`src/rtl/evu_event_stream_if.sv`:
```
// Configuration register port and record stream carried between evu_event_stream and its neighbours.
// Record stream: valid/ready; head data is held stable while valid is high and ready is low.
interface evu_cfg_if #(
    parameter int ADDR_W = 3
);
    logic              we;
    logic [ADDR_W-1:0] addr;
    logic [31:0]       wdata;
    logic [31:0]       rdata;

    modport master (output we, addr, wdata, input rdata);
    modport slave  (input we, addr, wdata, output rdata);
endinterface

interface evu_rec_if #(
    parameter int NUM_CH = 4,
    parameter int INFO_W = 18
);
    logic              valid;
    logic              ready;
    logic [NUM_CH-1:0] eid;
    logic [INFO_W-1:0] info;

    modport master (output valid, eid, info, input ready);
    modport slave  (input valid, eid, info, output ready);
endinterface

```
`src/rtl/evu_event_stream.sv`:
```
// Event router: maps core event pulses onto channels (pass/prescale/edge) and queues one record per firing cycle.
// Latency 1 cycle from event to registered FIFO head; when the FIFO is full, records are dropped and counted.
module evu_fifo #(
    parameter int WIDTH = 8,
    parameter int DEPTH = 4
) (
    input  logic                   clk_i,
    input  logic                   rst_i,
    input  logic                   flush_i,
    input  logic                   push_vld_i,
    input  logic [WIDTH-1:0]       push_dat_i,
    output logic                   push_acc_o,
    output logic                   pop_vld_o,
    input  logic                   pop_rdy_i,
    output logic [WIDTH-1:0]       pop_dat_o,
    output logic [$clog2(DEPTH):0] count_o
);
    localparam int PTR_W = $clog2(DEPTH);
    localparam int OCC_W = PTR_W + 1;

    logic [DEPTH-1:0][WIDTH-1:0] mem_q, mem_d;
    logic [PTR_W-1:0]            wr_ptr_q, wr_ptr_d;
    logic [PTR_W-1:0]            rd_ptr_q, rd_ptr_d;
    logic [OCC_W-1:0]            count_q, count_d;
    logic                        pop;
    logic                        push_acc;

    assign pop       = (count_q != '0) && pop_rdy_i;
    // A full FIFO still takes a push when the head leaves in the same cycle.
    assign push_acc  = push_vld_i && !flush_i && ((count_q != OCC_W'(DEPTH)) || pop);

    always_comb begin
        mem_d    = mem_q;
        wr_ptr_d = wr_ptr_q;
        rd_ptr_d = rd_ptr_q;
        count_d  = count_q;
        if (flush_i) begin
            wr_ptr_d = '0;
            rd_ptr_d = '0;
            count_d  = '0;
        end else begin
            if (push_acc) begin
                mem_d[wr_ptr_q] = push_dat_i;
                wr_ptr_d        = wr_ptr_q + 1'b1;
            end
            if (pop) begin
                rd_ptr_d = rd_ptr_q + 1'b1;
            end
            count_d = count_q + OCC_W'(push_acc) - OCC_W'(pop);
        end
    end

    always_ff @(posedge clk_i) begin
        if (rst_i) begin
            mem_q    <= '0;
            wr_ptr_q <= '0;
            rd_ptr_q <= '0;
            count_q  <= '0;
        end else begin
            mem_q    <= mem_d;
            wr_ptr_q <= wr_ptr_d;
            rd_ptr_q <= rd_ptr_d;
            count_q  <= count_d;
        end
    end

    assign push_acc_o = push_acc;
    assign pop_vld_o  = (count_q != '0);
    assign pop_dat_o  = (count_q != '0) ? mem_q[rd_ptr_q] : '0;
    assign count_o    = count_q;
endmodule

module evu_event_stream #(
    parameter int NUM_CH     = 4,
    parameter int NUM_EVENTS = 16,
    parameter int CNT_W      = 16,
    parameter int INFO_W     = 18,
    parameter int FIFO_DEPTH = 4
) (
    input  logic                  clk_i,
    input  logic                  rst_i,
    input  logic [NUM_EVENTS-1:0] event_vec_i,
    input  logic [INFO_W-1:0]     info_i,
    evu_cfg_if.slave              cfg,
    evu_rec_if.master             rec
);
    localparam int SEL_W  = $clog2(NUM_EVENTS);
    localparam int ADDR_W = $clog2(NUM_CH + 2);
    localparam int OCC_W  = $clog2(FIFO_DEPTH) + 1;
    localparam int REC_W  = NUM_CH + INFO_W;

    typedef enum logic [1:0] {
        MODE_OFF   = 2'b00,
        MODE_PASS  = 2'b01,
        MODE_PRESC = 2'b10,
        MODE_EDGE  = 2'b11
    } mode_e;

    logic [SEL_W-1:0] sel_q   [NUM_CH];
    logic [SEL_W-1:0] sel_d   [NUM_CH];
    mode_e            mode_q  [NUM_CH];
    mode_e            mode_d  [NUM_CH];
    logic [CNT_W-1:0] presc_q [NUM_CH];
    logic [CNT_W-1:0] presc_d [NUM_CH];
    logic [CNT_W-1:0] cnt_q   [NUM_CH];
    logic [CNT_W-1:0] cnt_d   [NUM_CH];
    logic [NUM_CH-1:0] ev_prev_q, ev_prev_d;
    logic              enable_q, enable_d;
    logic [15:0]       drop_cnt_q, drop_cnt_d;

    logic [NUM_CH-1:0] ev_sel;
    logic [NUM_CH-1:0] fire;
    logic              wr_status;
    logic              wr_gctrl;
    logic              flush;
    logic              push_acc;
    logic [OCC_W-1:0]  occ;
    logic [REC_W-1:0]  head_dat;
    logic [31:0]       cfg_rdata;

    // N=0 behaves as N=1, so the terminal count is N-1 clamped at zero.
    function automatic logic [CNT_W-1:0] presc_last(input logic [CNT_W-1:0] n);
        return (n == '0) ? '0 : n - 1'b1;
    endfunction

    assign wr_status = cfg.we && (cfg.addr == ADDR_W'(NUM_CH));
    assign wr_gctrl  = cfg.we && (cfg.addr == ADDR_W'(NUM_CH + 1));
    assign flush     = wr_gctrl && cfg.wdata[1];

    always_comb begin
        ev_sel = '0;
        for (int c = 0; c < NUM_CH; c++) begin
            if (32'(sel_q[c]) < NUM_EVENTS) begin
                ev_sel[c] = event_vec_i[sel_q[c]];
            end
        end
    end

    always_comb begin
        fire      = '0;
        ev_prev_d = ev_prev_q;
        for (int c = 0; c < NUM_CH; c++) begin
            sel_d[c]   = sel_q[c];
            mode_d[c]  = mode_q[c];
            presc_d[c] = presc_q[c];
            cnt_d[c]   = cnt_q[c];
            // A CTRL write to this channel overrides any event arriving in the same cycle.
            if (cfg.we && (cfg.addr == ADDR_W'(c))) begin
                sel_d[c]     = cfg.wdata[SEL_W-1:0];
                mode_d[c]    = mode_e'(cfg.wdata[9:8]);
                presc_d[c]   = cfg.wdata[16 +: CNT_W];
                cnt_d[c]     = '0;
                ev_prev_d[c] = 1'b0;
            end else if (enable_q && (mode_q[c] != MODE_OFF)) begin
                ev_prev_d[c] = ev_sel[c];
                case (mode_q[c])
                    MODE_PASS: fire[c] = ev_sel[c];
                    MODE_PRESC: begin
                        if (ev_sel[c]) begin
                            if (cnt_q[c] == presc_last(presc_q[c])) begin
                                fire[c]  = 1'b1;
                                cnt_d[c] = '0;
                            end else begin
                                cnt_d[c] = cnt_q[c] + 1'b1;
                            end
                        end
                    end
                    MODE_EDGE: fire[c] = ev_sel[c] & ~ev_prev_q[c];
                    default: fire[c] = 1'b0;
                endcase
            end
        end
    end

    always_comb begin
        enable_d   = wr_gctrl ? cfg.wdata[0] : enable_q;
        drop_cnt_d = drop_cnt_q;
        if (wr_status) begin
            drop_cnt_d = '0;
        end else if ((|fire) && !push_acc && !flush && (drop_cnt_q != 16'hFFFF)) begin
            drop_cnt_d = drop_cnt_q + 1'b1;
        end
    end

    always_comb begin
        cfg_rdata = '0;
        for (int c = 0; c < NUM_CH; c++) begin
            if (cfg.addr == ADDR_W'(c)) begin
                cfg_rdata[SEL_W-1:0]    = sel_q[c];
                cfg_rdata[9:8]          = mode_q[c];
                cfg_rdata[16 +: CNT_W]  = presc_q[c];
            end
        end
        if (cfg.addr == ADDR_W'(NUM_CH)) begin
            cfg_rdata[15:0]        = drop_cnt_q;
            cfg_rdata[16 +: OCC_W] = occ;
        end
        if (cfg.addr == ADDR_W'(NUM_CH + 1)) begin
            cfg_rdata[0] = enable_q;
        end
    end

    always_ff @(posedge clk_i) begin
        if (rst_i) begin
            enable_q   <= 1'b0;
            drop_cnt_q <= '0;
            ev_prev_q  <= '0;
            for (int c = 0; c < NUM_CH; c++) begin
                sel_q[c]   <= '0;
                mode_q[c]  <= MODE_OFF;
                presc_q[c] <= '0;
                cnt_q[c]   <= '0;
            end
        end else begin
            enable_q   <= enable_d;
            drop_cnt_q <= drop_cnt_d;
            ev_prev_q  <= ev_prev_d;
            for (int c = 0; c < NUM_CH; c++) begin
                sel_q[c]   <= sel_d[c];
                mode_q[c]  <= mode_d[c];
                presc_q[c] <= presc_d[c];
                cnt_q[c]   <= cnt_d[c];
            end
        end
    end

    evu_fifo #(
        .WIDTH (REC_W),
        .DEPTH (FIFO_DEPTH)
    ) u_rec_fifo (
        .clk_i      (clk_i),
        .rst_i      (rst_i),
        .flush_i    (flush),
        .push_vld_i (|fire),
        .push_dat_i ({fire, info_i}),
        .push_acc_o (push_acc),
        .pop_vld_o  (rec.valid),
        .pop_rdy_i  (rec.ready),
        .pop_dat_o  (head_dat),
        .count_o    (occ)
    );

    assign rec.eid   = head_dat[REC_W-1:INFO_W];
    assign rec.info  = head_dat[INFO_W-1:0];
    assign cfg.rdata = cfg_rdata;
endmodule

```
`src/flat_wrapper.sv`:
```
// flat-port wrapper written by rule: the top's interface ports become plain ports
module evu_event_stream_flat 
#(
    parameter int NUM_CH     = 4,
    parameter int NUM_EVENTS = 16,
    parameter int CNT_W      = 16,
    parameter int INFO_W     = 18,
    parameter int FIFO_DEPTH = 4
)
  (clk_i, rst_i, event_vec_i, info_i, cfg_we, cfg_addr, cfg_wdata, cfg_rdata, rec_valid, rec_eid, rec_info, rec_ready);
  evu_cfg_if #(.ADDR_W((3))) cfg_i ();
  evu_rec_if #(.NUM_CH(NUM_CH), .INFO_W(INFO_W)) rec_i ();
  input  logic clk_i;
  input  logic rst_i;
  input  logic [NUM_EVENTS-1:0] event_vec_i;
  input  logic [INFO_W-1:0] info_i;
  input wire logic [$bits(cfg_i.we)-1:0] cfg_we;
  input wire logic [$bits(cfg_i.addr)-1:0] cfg_addr;
  input wire logic [$bits(cfg_i.wdata)-1:0] cfg_wdata;
  output wire logic [$bits(cfg_i.rdata)-1:0] cfg_rdata;
  output wire logic [$bits(rec_i.valid)-1:0] rec_valid;
  output wire logic [$bits(rec_i.eid)-1:0] rec_eid;
  output wire logic [$bits(rec_i.info)-1:0] rec_info;
  input wire logic [$bits(rec_i.ready)-1:0] rec_ready;
  assign cfg_i.we = cfg_we;
  assign cfg_i.addr = cfg_addr;
  assign cfg_i.wdata = cfg_wdata;
  assign cfg_rdata = cfg_i.rdata;
  assign rec_valid = rec_i.valid;
  assign rec_eid = rec_i.eid;
  assign rec_info = rec_i.info;
  assign rec_i.ready = rec_ready;
  evu_event_stream #(.NUM_CH(NUM_CH), .NUM_EVENTS(NUM_EVENTS), .CNT_W(CNT_W), .INFO_W(INFO_W), .FIFO_DEPTH(FIFO_DEPTH)) u_core (.clk_i(clk_i), .rst_i(rst_i), .event_vec_i(event_vec_i), .info_i(info_i), .cfg(cfg_i), .rec(rec_i));
endmodule
```
`config.mk`:
```
export PLATFORM = sky130hd
export DESIGN_NAME = evu_event_stream_flat
export DESIGN_NICKNAME = d
export VERILOG_FILES = /design/src/rtl/evu_event_stream_if.sv /design/src/rtl/evu_event_stream.sv /design/src/flat_wrapper.sv
export SDC_FILE = /design/constraint.sdc
export NUM_CORES = 1
export LEC_CHECK = 0
export ABC_AREA = 1
export CAP_MARGIN = 20
export CORE_MARGIN = 4
export CORE_UTILIZATION = 45
export DETAILED_ROUTE_END_ITERATION = 10
export PLACE_DENSITY = 0.75
export SKIP_CTS_REPAIR_TIMING = 1
export SYNTH_ARGS = -nofsm -noshare
export SYNTH_HDL_FRONTEND = slang
export SYNTH_SLANG_ARGS = --single-unit
```
`constraint.sdc`:
```
create_clock -name clk_i -period 3.2 [get_ports clk_i]
set_input_delay 0.64 -clock clk_i [delete_from_list [all_inputs] [get_ports clk_i]]
set_output_delay 0.64 -clock clk_i [all_outputs]
set_load 0.02 [all_outputs]
```
* Yosys cells after proc, flatten, opt, wreduce, memory -nomap -nowiden
Memories as Yosys holds them, arrays and structs flattened.
Index checks and enable logic that the tools add are counted.
Widths: inputs -> output; s select.
** Cells by class
- Reduce and logical (&&, ||, !) cells :: 39
- Multiplexer cells :: 103
- Magnitude comparators :: 7
- Eq/ne operators :: 23
- Bitwise operators :: 25
- Add/sub/neg operators :: 13
** Operators with widths (count)
- $mux 16 :: 40
- $bwmux 88 :: 1
- $add 16x1->16 const B :: 5
- $mux 22 :: 3
- $eq 16x16->1 :: 4
- $logic_not 16->1 :: 4
- $sub 16x1->16 const B :: 4
- $mux 4 :: 12
- $bmux 22 s2 :: 1
- $demux 22 s2 :: 1
- $mux 1 :: 24
- $mux 2 :: 12
- $lt 4x5->1 const B :: 4
- $mux 19 :: 1
- $logic_and 1x1->1 :: 18
- $bmux 1 s4 :: 4
- $eq 2x2->1 const B :: 8
- $ne 16x16->1 const B :: 1
- $or 1x1->1 :: 16
- $pmux 1 s3 :: 4
- $reduce_or 2->1 :: 6
- $eq 2x1->1 const B :: 4
- $reduce_bool 2->1 :: 4
- $eq 3x2->1 const B :: 2
- other kinds (16) :: 27
** Word-level totals
- RAM bits :: 152
- Input port bits :: 73
- Memories kept :: 4
- Flip-flop bits (word level) :: 116
- Logic and storage cells :: 227
- Output and inout bits :: 55
** Memories
- u_core.cnt_q :: depth 4, width 16, rd ports 4, clocked after Yosys merged registers in 0, wr ports 4, line evu_event_stream.sv:105 : logic [CNT_W-1:0] cnt_q [NUM_CH];
- u_core.presc_q :: depth 4, width 16, rd ports 4, clocked after Yosys merged registers in 0, wr ports 4, line evu_event_stream.sv:103 : logic [CNT_W-1:0] presc_q [NUM_CH];
- u_core.sel_q :: depth 4, width 4, rd ports 4, clocked after Yosys merged registers in 0, wr ports 4, line evu_event_stream.sv:99 : logic [SEL_W-1:0] sel_q [NUM_CH];
- u_core.mode_q :: depth 4, width 2, rd ports 4, clocked after Yosys merged registers in 0, wr ports 4, line evu_event_stream.sv:101 : mode_e mode_q [NUM_CH];

* Longest topological paths before layout
- Depth in word-level cells :: 15
- Mapped depth :: 27
- Depth with buffers taken out :: 26

* By module
A second synthesis with hierarchy kept.
** Second synthesis, totals
- Cell total of the unflattened synthesis :: 2734
- Area total of the unflattened synthesis :: 16961.3 µm²
** Modules (own cells, without submodules)
- evu_event_stream :: cells each 1859, times used 1, area each 11542.3 µm², sequential area each 3463.3 µm²
- evu_fifo :: cells each 875, times used 1, area each 5418.9 µm², sequential area each 1901.8 µm²

* Worst setup path after synthesis
OpenSTA, ideal clock, no wires.
- Path type :: register -> register
- Start point :: memory u_core.presc_q[2][0] (netlist: u_core.presc_q[0][32])
- End point :: register u_core.u_rec_fifo.count_q[2] (netlist: u_core.u_rec_fifo.count_o[2])
- Period minus slack after synthesis :: 3.472 ns
- Buffers on the path :: 1
- Arrival time :: 3.356 ns
- Setup slack :: -0.272 ns
- Library setup time :: 0.116 ns
- Data required time :: 3.084 ns
- Stages on the path, launching flop included :: 26
- Cells stage by stage :: dfxtp_1 > clkinv_1 > ha_1 > nand2_2 > nor2_2 > nand2_2 > buf_6 > nand3_1 > nand2_1 > inv_1 > nor2_1 > nand3_1 > nor2_1 > nand3_1 > nand2_1 > nand2_2 > nand2_2 > nor2_2 > nor2_8 > nand2_1 > ha_1 > inv_1 > ha_1 > fa_1 > xor2_1 > nor2_1
** RTL lines
- start: declaration :: line evu_event_stream.sv:103
- end signal: assignment :: line evu_event_stream.sv:63 : count_q <= count_d;
- end: declaration :: line evu_event_stream.sv:24 : logic [OCC_W-1:0] count_q, count_d;

==> qor.csv <==
metric,value,unit
place.gp.congestion,0.965,
synthMuxAreaShare,0,%
cts_tree,yes,
power-per-cell-area,467,mW/mm²
path_buf_inv,3,
grt_pass1_wl,82800,µm
outcome,finished with violations,
fmax,290,MHz
place_hpwl,38800,µm
cts_sinks,268,
r2r_slack,-0.24,ns
path_max_fanout,5,
grt_pass1_vias,17049,
end_kind,flip-flop,
period_minus_slack,3.44,ns
holdPathEnd,u_core.ev_prev_q[2]$_SDFFE_PP0P_,
synth_area,0.0163,mm²
utilization,60.4,%
crit_type,reg -> reg,
synth_area_per_cell,6.15,µm²
io_pins,128,
drc,0,
drt_iter0_markers,1495,
grt_util_all_layers,25.2,%
ant_nets,0,
period_share,108,%
synth_top_family_by_area,simple AND/OR/NAND/NOR gates,
drt_pass1_iterations,5,
maxCapViolations,0,
max_stage_delay,0.54,ns
via_count,18282,
clkLatencyLatePin,0.57,ns
routed_via_density,5.25,
critical_path.slowest_cell,fa_2,
setup_ws,-0.244,ns
clock_skew,0.0270,ns
drt-wirelength-per-cell,15.0,µm
clockRootBuffer,clkbuf_16,
tightest_slew,0.522,ns
final.setup.tns,-1.92,ns
yosys.area_share.simple,35.0,%
place.port_buffers,117,
peakVddDrop,0.414,mV
violations,setup timing,
die_area,0.0392,mm²
row_count,69,
core,0.0356,mm²
drive_gt1_share,16.0,%
setup-violations-final,67,
synth_edf_count,0,
ys_seq_area_share,33.0,%
relSlewSlack,64.9,%
drt_wl_total,52100,µm
fin_nets,3083,
cp.required,3.70,ns
synth_fa_ha_area_share,1.28,%
cts.reportedPaths.clkPinSlew,0.06,ns
htree_num_levels,1,
die_w,198,µm
async_flop_share,0,%
hold_violations,0,
yosys.area_share.xor_xnor,2.04,%
grt_start_max_net_pins,102,
r2r_start,u_core.presc_q[0][48]$_SDFFE_PP0P_,
final_common_cell,nand2_1,
numCtsBuffers,31,
power_leakage,0.0103,µW
rsz0062_at_grt,yes,
syn_nets,2733,
startpoint_type,flip-flop,
start_util,45.7,%
synth_compound_area_share,17.0,%
antenna_found_initial,1,
hp-class,reg -> reg,
clockBufferDepth,3,
syn_inst,2644,
final_cell_mix,"590 x nand2_1, 365 x nor2_1, 347 x inv_1",
drv_slew,0,
area_growth,32.2,%
yosysUniqueCellTypes,45,
min_path_cells,2,
die_h,198,µm
whs,0.468,ns
synthFlopType,dfxtp_1,
critPathTopFamily,simple AND/OR/NAND/NOR gates,
synth_seq_cells,268,
grt_overflow,0,
hold_path.startpoint,u_core.ev_prev_q[2]$_SDFFE_PP0P_,
reg2reg_depth,25,
timing.rr.end,u_core.u_rec_fifo.count_o[1]$_SDFF_PP0_,
yosys_warnings,0,
cp.arrival,3.94,ns
[worst reg2reg max path, cell delays in order, from the launching register on]
cell	delay [ns]
dfxtp_2	0.31
inv_2	0.07
ha_4	0.15
nand3_4	0.13
nor2_4	0.21
nand2_4	0.11
nand3_2	0.10
nand2_2	0.07
nor2_4	0.13
nand2_1	0.08
nor2_2	0.11
nand2_2	0.09
nor2_4	0.14
nand3_2	0.12
nand2_2	0.12
nand2_4	0.08
nand2_4	0.09
nor2_4	0.05
nor2_8	0.09
nand2_4	0.06
ha_4	0.26
inv_2	0.04
ha_4	0.15
fa_2	0.54
inv_2	0.03
nor2_1	0.06
[flip-flops by register name, indices dropped and copies added (netlist names)]
register	flops
u_core.ev_prev_q	4
u_core.cnt_q	64
u_core.presc_q	64
u_core.u_rec_fifo.count_o	3
u_core.u_rec_fifo.wr_ptr_q	2
u_core.u_rec_fifo.rd_ptr_q	2
u_core.mode_q	8
u_core.enable_q	1
u_core.sel_q	16
u_core.u_rec_fifo.mem_q	88
u_core.drop_cnt_q	16
[synthesized netlist by cell type (all sizes together) (4+ instances only)]
| master | number | area (µm²) |
|---|---|---|
| o211ai | 25 | 188 |
| o21ai | 204 | 1020 |
| dfxtp | 268 | 5370 |
| a21oi | 252 | 1260 |
| inv | 360 | 1350 |
| nor4 | 10 | 62.6 |
| o22ai | 21 | 131 |
| buf | 47 | 322 |
| nand3 | 176 | 951 |
| nand2 | 609 | 2300 |
| xor2 | 35 | 314 |
| clkinv | 5 | 18.8 |
| clkbuf | 55 | 206 |
| nor3 | 33 | 165 |
| a211oi | 4 | 30.0 |
| o21a | 4 | 30.0 |
| nor2 | 415 | 1620 |
| nor3b | 12 | 90.1 |
| ha | 15 | 188 |
| nand4 | 70 | 438 |
[metal layers]
metal | track usage (%) | vias up | share of wire [%]
li1 | - | 9245 | -
met1 | 33.0 | 8426 | 43
met2 | 42.7 | 520 | 47
met3 | 3.95 | 91 | 6.4
met4 | 7.75 | 0 | 3.3
met5 | 0 | - | 0
[power by group]
part | internal, µW | total [µW] | switching (µW)
clock | 2050 | 3550 | 1500
sequential | 3410 | 3480 | 75.5
combinational | 1270 | 3000 | 1720
[final cells by class]
cell class,instances,area (µm²)
repair inverters,1,7.51
inverters,365,1390
clock inverters,16,153
clock buffers,40,860
fillers,3264,14100
diodes,1,2.50
well taps,461,577
multi-input cells,1910,9430
repair buffers,417,3690
flip-flops and latches,268,5380
[through the flow]
step                      std cells  total power, µW  instance area [µm²]  setup slack (ns)
after floorplan                2644             5140                16400           0.00426
after global placement         3401             6230                19900            -0.356
after detailed placement       3401             6290                19900            -0.435
after CTS                      3457             9830                20900            -0.479
after global routing           3479            10500                21500            -0.404
final                          3479            10000                21500            -0.244
[cell families (layout without fill, tap and decap cells)]
family / Yosys count / count (layout)
and+or+nand+nor: 1332 / 1333
buffers and inverters: 467 / 839
AOI/OAI and AO/OA: 524 / 524
DFF: 268 / 268
xor gates and xnor gates: 37 / 37
adders and majority gates: 16 / 16
other: 0 / 1
[worst max path at each step]
stage / startpoint / to / slack, ns / cells past startpoint
after floorplan: u_core.presc_q[0][50]$_SDFFE_PP0P_ / u_core.u_rec_fifo.count_o[1]$_SDFF_PP0_ / 0.004 / 24
after global placement: event_vec_i[1] / u_core.u_rec_fifo.count_o[1]$_SDFF_PP0_ / -0.36 / 20
after detailed placement: u_core.presc_q[0][49]$_SDFFE_PP0P_ / u_core.u_rec_fifo.count_o[1]$_SDFF_PP0_ / -0.43 / 25
after CTS: u_core.presc_q[0][49]$_SDFFE_PP0P_ / u_core.u_rec_fifo.count_o[1]$_SDFF_PP0_ / -0.48 / 25
after global routing: u_core.presc_q[0][52]$_SDFFE_PP0P_ / u_core.u_rec_fifo.count_o[2]$_SDFF_PP0_ / -0.40 / 23
final: u_core.presc_q[0][48]$_SDFFE_PP0P_ / u_core.u_rec_fifo.count_o[1]$_SDFF_PP0_ / -0.24 / 25
No activity file was read; power rests on OpenSTA's default activity.
